## src/rtl/pong_pkg.sv

```systemverilog
// Shared pong definitions: screen height and the paddle AI state encoding.
package pong_pkg;

    localparam int Y_RESOLUTION = 600;

    typedef enum logic [1:0] {
        IDLE     = 2'd0,
        REACT    = 2'd1,
        TRACK    = 2'd2,
        RECENTER = 2'd3
    } ai_state_t;

endpackage

```

## src/rtl/lfsr16.sv

```systemverilog
// 16-bit Fibonacci LFSR (taps 16,14,13,11), reset to a nonzero seed.
module lfsr16 (
    input  logic        clk,
    input  logic        reset,
    input  logic        en,
    output logic [15:0] q
);

    always_ff @(posedge clk) begin
        if (reset) begin
            q <= 16'hACE1;
        end else if (en) begin
            q <= {q[14:0], q[15] ^ q[13] ^ q[12] ^ q[10]};
        end
    end

endmodule

```

## src/rtl/paddle_ai.sv

```systemverilog
// Computer paddle controller: waits a reaction delay, tracks the ball, recentres.
// Optional aim jitter is enabled by defining PADDLE_AI_JITTER_EN.
module paddle_ai
    import pong_pkg::*;
#(
    parameter int REACTION_TICKS = 1000,
    parameter int DEADBAND       = 8
) (
    input  logic               clk,
    input  logic               reset,
    input  logic               game_on,
    input  logic               ball_toward,
    input  logic signed [31:0] ball_y,
    input  logic signed [31:0] paddle_position,
    output logic               up,
    output logic               down,
    output logic [1:0]         ai_state
);

    localparam int CW = (REACTION_TICKS > 1) ? $clog2(REACTION_TICKS) : 1;
    localparam logic [CW-1:0]      CNT_LAST = CW'(REACTION_TICKS - 1);
    localparam logic signed [32:0] DB_POS   = 33'(DEADBAND);
    localparam logic signed [32:0] DB_NEG   = -33'(DEADBAND);
    localparam logic signed [32:0] Y_MAX    = 33'(Y_RESOLUTION);
    localparam logic signed [32:0] Y_MID    = 33'(Y_RESOLUTION / 2);

    ai_state_t          state, next_state;
    logic [CW-1:0]      cnt, cnt_next;
    logic signed [32:0] jitter_off;
    logic signed [32:0] aim, target, err;
    logic               want_up, want_down;

    always_comb begin
        next_state = state;
        cnt_next   = cnt;
        if (!game_on) begin
            next_state = IDLE;
            cnt_next   = '0;
        end else begin
            case (state)
                IDLE: begin
                    next_state = ball_toward ? REACT : RECENTER;
                    cnt_next   = '0;
                end
                REACT: begin
                    if (cnt == CNT_LAST) begin
                        next_state = TRACK;
                        cnt_next   = '0;
                    end else begin
                        cnt_next = cnt + CW'(1);
                    end
                end
                TRACK: begin
                    if (!ball_toward) next_state = RECENTER;
                end
                RECENTER: begin
                    if (ball_toward) begin
                        next_state = REACT;
                        cnt_next   = '0;
                    end
                end
                default: begin
                    next_state = IDLE;
                    cnt_next   = '0;
                end
            endcase
        end
    end

`ifdef PADDLE_AI_JITTER_EN
    logic [15:0]        lfsr_q;
    logic signed [32:0] off_q;

    lfsr16 u_lfsr (
        .clk   (clk),
        .reset (reset),
        .en    (1'b1),
        .q     (lfsr_q)
    );

    // The offset is captured as the paddle starts tracking and held until the next serve.
    always_comb begin
        jitter_off = off_q;
        if (state == REACT && next_state == TRACK)
            jitter_off = {{28{lfsr_q[4]}}, lfsr_q[4:0]};
    end

    always_ff @(posedge clk) begin
        if (reset) off_q <= '0;
        else       off_q <= jitter_off;
    end
`else
    assign jitter_off = '0;
`endif

    // Drive decisions are made against the state being entered, so outputs follow with one cycle latency.
    always_comb begin
        aim    = {ball_y[31], ball_y} + jitter_off;
        target = Y_MID;
        if (next_state == TRACK) begin
            if (aim < 0)          target = '0;
            else if (aim > Y_MAX) target = Y_MAX;
            else                  target = aim;
        end
        err       = target - {paddle_position[31], paddle_position};
        want_up   = (next_state == TRACK || next_state == RECENTER) && (err > DB_POS);
        want_down = (next_state == TRACK || next_state == RECENTER) && (err < DB_NEG);
    end

    always_ff @(posedge clk) begin
        if (reset) begin
            state <= IDLE;
            cnt   <= '0;
            up    <= 1'b0;
            down  <= 1'b0;
        end else begin
            state <= next_state;
            cnt   <= cnt_next;
            // A reversal passes through one idle cycle so the tracker's accumulator clears.
            up    <= want_up && !down;
            down  <= want_down && !up;
        end
    end

    assign ai_state = state;

endmodule

```

## config.mk

```make
export PLATFORM = sky130hd
export DESIGN_NAME = paddle_ai
export DESIGN_NICKNAME = d
export VERILOG_FILES = /design/src/rtl/pong_pkg.sv /design/src/rtl/lfsr16.sv /design/src/rtl/paddle_ai.sv
export SDC_FILE = /design/constraint.sdc
export NUM_CORES = 1
export LEC_CHECK = 0
export CAP_MARGIN = 20
export CORE_UTILIZATION = 57
export DETAILED_ROUTE_END_ITERATION = 7
export PLACE_DENSITY = 0.88
export SLEW_MARGIN = 20
export SYNTH_ARGS = -nofsm -noshare
export SYNTH_HDL_FRONTEND = slang
export SYNTH_HIERARCHICAL = 1
export SYNTH_SLANG_ARGS = --single-unit
```

## constraint.sdc

```tcl
create_clock -name clk -period 11 [get_ports clk]
set_input_delay 2.2 -clock clk [delete_from_list [all_inputs] [get_ports clk]]
set_output_delay 2.2 -clock clk [all_outputs]
set_load 0.05 [all_outputs]
```

==> impl_metrics.py, run 1 <==
metrics = {
    "placement": {
        "place_congestion": 0.933,
        "portBuffers": 71,
        "place_ws_ns": 4.00,
        "place_hpwl_um": 7550,
        "placed_cells": 624,
    },
    "synthesis": {
        "synth_cell_types": 82,
        "ys_seq_area_share_pct": 8.47,
        "syn_area_mm2": 0.00331,
        "ys_seq_elements": 14,
        "synth_edf_count": 0,
        "syn-instance-count": 476,
        "yosysWarnings": 6,
        "synthArstFlopShare_pct": 0,
        "syn_area_per_cell_um2": 6.96,
        "synth_flop_cell": "dfxtp_1",
    },
    "worst_setup_path": {
        "required_ns": 11.11,
        "cp_top_family": "simple AND/OR/NAND/NOR gates",
        "worst_ep_arrival_time_ns": 6.89,
        "critPathKind": "primary input to flip-flop",
        "reg2reg_from": "cnt[0]",
        "cp-start-kind": "primary input",
        "cp_slowest_stage_delay_ns": 0.52,
        "cp-startpoint": "ball_y[27]",
        "cp_cell_sequence": "clkdlybuf4s50_1 -> or4_1 -> nor4_1 -> nand2_1 -> nor3_1 -> nand2_1 -> ha_1 -> fa_1 -> nor2b_4 -> o31a_4 -> a2111oi_4 -> or3b_4 -> xnor2_1 -> a2111oi_0 -> o2111ai_1 -> nor4_1 -> a41oi_1",
        "cp-end-kind": "flip-flop",
        "crit_slowest_cell": "or4_1",
        "crit_fanout": 6,
        "cp.buffers_inverters": 1,
    },
    "global_route": {
        "grtUsageTotal_pct": 29.3,
        "grt_max_degree": 14,
        "grt_pass1_wl_um": 15000,
        "gr-total-overflow": 0,
        "antenna_found_initial": 0,
        "grt_pass1_vias": 3648,
    },
    "routing": {
        "drc": 0,
        "vias": 3875,
        "viasPerCell": 6.17,
        "routedWlPerCell_um": 14.3,
        "postRouteAntennaNets": 0,
        "routed_wl_um": 8980,
        "drt_iter0_drc": 187,
        "drt_pass1_iterations": 5,
    },
    "final_layout": {
        "final_cells": 628,
        "final_common_cell": "clkdlybuf4s50_1",
        "antenna_cells": 0,
        "layout_common_cells": "clkdlybuf4s50_1 (71), nand2_1 (45), nor2_1 (45), a21oi_1 (41), inv_1 (36)",
        "final_nets": 658,
        "drive_gt1_share_pct": 4.86,
        "syn_to_final_growth_pct": 25.9,
        "fill_cells": 470,
    },
    "floorplan": {
        "dieHeight_um": 78.2,
        "die_w_um": 78.2,
        "ioPinCount": 72,
        "core_area_mm2": 0.00554,
        "dieArea_mm2": 0.00612,
        "initial_core_util_pct": 59.8,
        "num_rows": 27,
    },
    "cts": {
        "clock_latency_ns": 0.25,
        "path_clk_slew_ns": 0.06,
        "cts_tree": "built",
        "root_buffer": "clkbuf_8",
        "cts.sinks": 14,
        "post_cts_buffers": 0,
        "cts_max_level": 1,
        "numCtsBuffers": 3,
        "cts_resized": 0,
        "clk_path_buf_depth": 2,
        "cts_hold_buf": 0,
    },
    "power": {
        "p_leak_uw": 0.00170,
        "p_total_uw": 274,
        "power.internal_uw": 161,
        "seqPwrFrac_pct": 19.1,
        "power_frac_comb_pct": 62.8,
        "clkPwrFrac_pct": 18.1,
        "netSwitchingFraction_pct": 41.2,
        "switchingPower_uw": 113,
        "power_density_mw_per_mm2": 65.8,
        "ir_drop_mv": 0.0731,
    },
    "run": {
        "cap_viol_max_count": 0,
    },
    "timing": {
        "fin_skew_ns": 0.00400,
        "worst_pin_slew_ns": 0.608,
        "min_period_ns": 6.78,
        "period_share_pct": 61.6,
        "drv_slew": 0,
        "setup_viol": 0,
        "setup_ws_ns": 4.22,
        "timing.fmax_mhz": 147,
        "hold_viol_final": 0,
        "max-slew-margin-rel_pct": 59.4,
        "rsz0062_at_grt": "false",
        "finalSetupTns_ns": 0,
    },
    "run_status": {
        "run_status": "completed",
    },
    "worst_hold_path": {
        "hold_class": "flip-flop to flip-flop",
        "holdCritStartpoint": "up",
    },
}
final timing paths:
path                to  slack (ns)  cells after the start
setup reg to reg    up        6.14                     17
hold reg to reg   down        0.51                      2
setup / recovery    up        4.22                     17
hold / removal    down        0.51                      2
area by class of cell:
type                       count  area (µm²)  area share [%]
inverter                      36         135            3.24
tap                           72        90.1            2.16
clock buffer                   4        55.1            1.32
sequential                    14         280            6.73
timing repair buffer          71         711            17.1
multi-input combinational    431        2900            69.5
power by group through the flow:
| stage | clock (µW) | sequential (µW) | combinational (µW) |
|---|---|---|---|
| finish | 49.6 | 52.4 | 172 |
| detailed placement | 0 | 53.5 | 165 |
| global route | 53.7 | 52.5 | 189 |
| CTS | 50.6 | 52.4 | 165 |
| floorplan | 0 | 55.8 | 116 |
| global placement | 0 | 53.4 | 161 |
tightest hold or removal path: stages, from the launching register on:
cell and delay, ns:
dfxtp_1 0.32, nand4b_1 0.11, a31oi_1 0.04
layer usage:
layer	vias to the layer above	wire [µm]	track usage [%]	part of all wire [%]
met5	-	0	0	0
met4	0	173	9.81	1.9
met3	20	452	3.49	5.0
met2	129	4640	56.1	52
met1	1794	3720	32.9	41
li1	1932	-	-	-
cell families (layout without fill, tap and decap cells):
| kind of cell | count (synthesis) | after routing | synth area share (%) |
|---|---|---|---|
| and+or+nand+nor | 194 | 194 | 31.0 |
| AOI/OAI and AO/OA | 162 | 162 | 35.6 |
| buffers and inverters | 51 | 111 | 6.35 |
| other | 1 | 21 | 0.113 |
| DFF | 14 | 14 | 8.47 |
| muxes | 4 | 4 | 1.28 |
| xor gates and xnor gates | 17 | 17 | 4.50 |
| adders and majority gates | 33 | 33 | 12.7 |
Yosys cell counts, drive strengths merged, types with 8 or more instances:
cell / count / area (µm²)
nor2: 46 / 180
nand2: 45 / 169
a21oi: 44 / 239
inv: 36 / 135
ha: 32 / 400
o21ai: 24 / 124
a211oi: 15 / 118
dfxtp: 14 / 280
nor4: 13 / 81.3
nand3: 12 / 65.1
nand4: 11 / 68.8
nor3: 10 / 50.1
clkbuf: 9 / 33.8
nand2b: 9 / 56.3
o21a: 9 / 67.6
xor2: 9 / 78.8
a21boi: 8 / 67.6
xnor2: 8 / 70.1
per-stage QoR:
stage / area, µm² / utilization (%) / hold WS [ns]
floorplan: 3390 / - / 0.448
global placement: 4110 / 74.2 / 0.493
detailed placement: 4110 / 74.2 / 0.496
CTS: 4170 / 75.2 / 0.504
global route: 4170 / 75.2 / 0.532
finish: 4170 / 75.2 / 0.511
state kept, by name, indices dropped and copies added, names as in the netlist:
| signal | flops |
|---|---|
| ai_state | 2 |
| down | 1 |
| cnt | 10 |
| up | 1 |
Note: power is estimated with default switching activity, not from simulation.
==> run 2: changes to the inputs <==
--- a/config.mk
+++ b/config.mk
@@ -6,9 +6,9 @@
 export NUM_CORES = 1
 export LEC_CHECK = 0
 export CAP_MARGIN = 20
-export CORE_UTILIZATION = 57
+export CORE_UTILIZATION = 48
 export DETAILED_ROUTE_END_ITERATION = 7
-export PLACE_DENSITY = 0.88
+export PLACE_DENSITY = 0.79
 export SLEW_MARGIN = 20
 export SYNTH_ARGS = -nofsm -noshare
 export SYNTH_HDL_FRONTEND = slang
==> constraint.sdc (replaced) <==
create_clock -name clk -period 5.7 [get_ports clk]
set_input_delay 1.14 -clock clk [delete_from_list [all_inputs] [get_ports clk]]
set_output_delay 1.14 -clock clk [all_outputs]
set_load 0.05 [all_outputs]
==> run 2 against run 1 <==
Compared with the run above: total power grew 97%; sequential share of layout area is 0.16 points lower; utilization shrank 9.5 points; non-clock buffer count up 7; sequential cell count unchanged; die area increased by 18%; wire length increased by 3.3%; clock-buffer cell count is the same; global-route usage down 3.7 points; hold slack lost 0.0034 ns; via count is 0.57% lower; critical path type unchanged; critical endpoint is now down.
==> impl_metrics.py, run 2 (synthesized netlist as in run 1, its figures left out) <==
metrics = {
    "floorplan": {
        "num_rows": 29,
        "dieArea_mm2": 0.00723,
        "core_area_mm2": 0.00649,
        "initial_core_util_pct": 51.0,
        "dieHeight_um": 85.1,
        "ioPinCount": 72,
        "die_w_um": 85.1,
    },
    "worst_hold_path": {
        "min_path_cells": 1,
        "hold-path-endpoint": "cnt[9]",
        "holdCritStartpoint": "cnt[9]",
        "hold_class": "flip-flop to flip-flop",
    },
    "timing": {
        "max-slew-margin-rel_pct": 55.9,
        "setup_viol": 0,
        "finalSetupTns_ns": 0,
        "min_period_ns": 5.39,
        "worst_pin_slew_ns": 0.659,
        "drv_slew": 0,
        "timing.fmax_mhz": 185,
        "period_share_pct": 94.6,
        "hold_viol_final": 0,
        "fin_skew_ns": 0.00508,
    },
    "run": {
        "cap_viol_max_count": 0,
    },
    "run_status": {
        "run_status": "completed",
    },
    "routing": {
        "drc": 0,
        "drt_iter0_drc": 190,
        "routedWlPerCell_um": 14.5,
        "routed_wl_um": 9280,
        "drt_pass1_iterations": 4,
        "viasPerCell": 6.02,
        "vias": 3853,
        "postRouteAntennaNets": 0,
    },
    "global_route": {
        "met1_usage_pct": 31.7,
        "top_usage_layer": "met2",
        "grt_max_degree": 14,
        "gr-total-overflow": 0,
        "grt_pass1_vias": 3609,
        "antenna_found_initial": 0,
        "use_met3_pct": 1.36,
        "met2_usage_pct": 48.3,
        "grt_pass1_wl_um": 15600,
        "grtUsageTotal_pct": 25.6,
    },
    "final_layout": {
        "final_cells": 640,
        "multi_input_area_mm2": 0.00294,
        "layout_common_cells": "clkdlybuf4s50_1 (71), nand2_1 (45), nor2_1 (45), a21oi_1 (41), inv_1 (36)",
        "syn_to_final_growth_pct": 28.9,
        "antenna_cells": 0,
        "final_area_mm2": 0.00427,
        "final_nets": 665,
        "largest_register_ffs": 10,
        "register_area_um2": 280,
        "regMostFlops": "cnt",
        "fill_cells": 591,
        "final_common_cell": "clkdlybuf4s50_1",
        "drive_gt1_share_pct": 6.75,
    },
    "placement": {
        "portBuffers": 71,
        "place_hpwl_um": 7680,
        "placed_cells": 636,
        "place_congestion": 0.927,
        "placed_cell_area_mm2": 0.00417,
    },
    "worst_setup_path": {
        "crit_fanout": 6,
        "cp_cell_sequence": "clkdlybuf4s50_1 -> or4_1 -> nor4_4 -> nand2_1 -> nor3_2 -> nand2_1 -> ha_1 -> fa_1 -> nor2b_4 -> o31a_4 -> a2111oi_4 -> or3b_4 -> o31ai_4 -> xnor2_1 -> or4_1 -> nor4_1 -> a31oi_1",
        "cp-start-kind": "primary input",
        "crit_slowest_cell": "or4_1",
        "required_ns": 5.83,
        "cp_slowest_stage_delay_ns": 0.58,
        "reg2reg_from": "cnt[0]",
        "cp-end-kind": "flip-flop",
        "reg2regPathDepth": 16,
        "critPathKind": "primary input to flip-flop",
        "worst_ep_arrival_time_ns": 5.52,
        "reg2reg_setup_slack_ns": 0.94,
        "r2r_end": "up",
    },
    "cts": {
        "post_cts_buffers": 0,
        "cts_hold_buf": 0,
        "path_clk_slew_ns": 0.06,
        "cts.sinks": 14,
        "numCtsBuffers": 3,
        "cts_tree": "built",
        "clock_latency_ns": 0.24,
        "root_buffer": "clkbuf_8",
        "cts_max_level": 1,
        "clk_path_buf_depth": 2,
        "cts_resized": 0,
    },
    "power": {
        "p_leak_uw": 0.00174,
        "ir_drop_mv": 0.0975,
        "p_total_uw": 539,
        "power_density_mw_per_mm2": 126,
    },
}
run 2: how the worst max path moves through the flow:
stage | from | cells past startpoint | endpoint
finish | ball_y[27] | 17 | down
detailed placement | ball_y[27] | 17 | up
global placement | ball_y[27] | 17 | up
CTS | ball_y[27] | 17 | up
floorplan | ball_y[27] | 16 | down
global route | ball_y[27] | 17 | down
run 2: power breakdown:
group	total (µW)	internal, µW	switching (µW)
sequential	101	99.5	1.59
combinational	342	155	186
clock	96.3	61.1	35.2
total	539	316	223
run 2: per-stage QoR:
step | util [%] | setup WS, ns | hold slack [ns]
floorplan | - | 0.562 | 0.448
global placement | 64.2 | 0.0609 | 0.487
detailed placement | 64.2 | -0.0650 | 0.490
CTS | 65.1 | 0.181 | 0.501
global route | 65.7 | -0.00225 | 0.530
finish | 65.7 | 0.306 | 0.508
run 2: layout make-up:
type | instances | area share [%]
sequential | 14 | 6.57
timing repair buffer | 78 | 17.9
tap | 77 | 2.26
multi-input combinational | 431 | 68.8
clock buffer | 4 | 1.29
inverter | 36 | 3.17
run 2: critical path, delay by kind of cell:
kind,cells,cell delay (ns)
adders and majority gates,2,0.64
xor gates and xnor gates,1,0.10
and+or+nand+nor,9,2.64
buffers and inverters,1,0.39
AOI/OAI and AO/OA,4,0.61
run 2: metal layers:
layer	wire, µm	share of wire (%)
met1	4110	44
met4	81	0.87
met5	0	0
met2	4770	51
met3	308	3.3
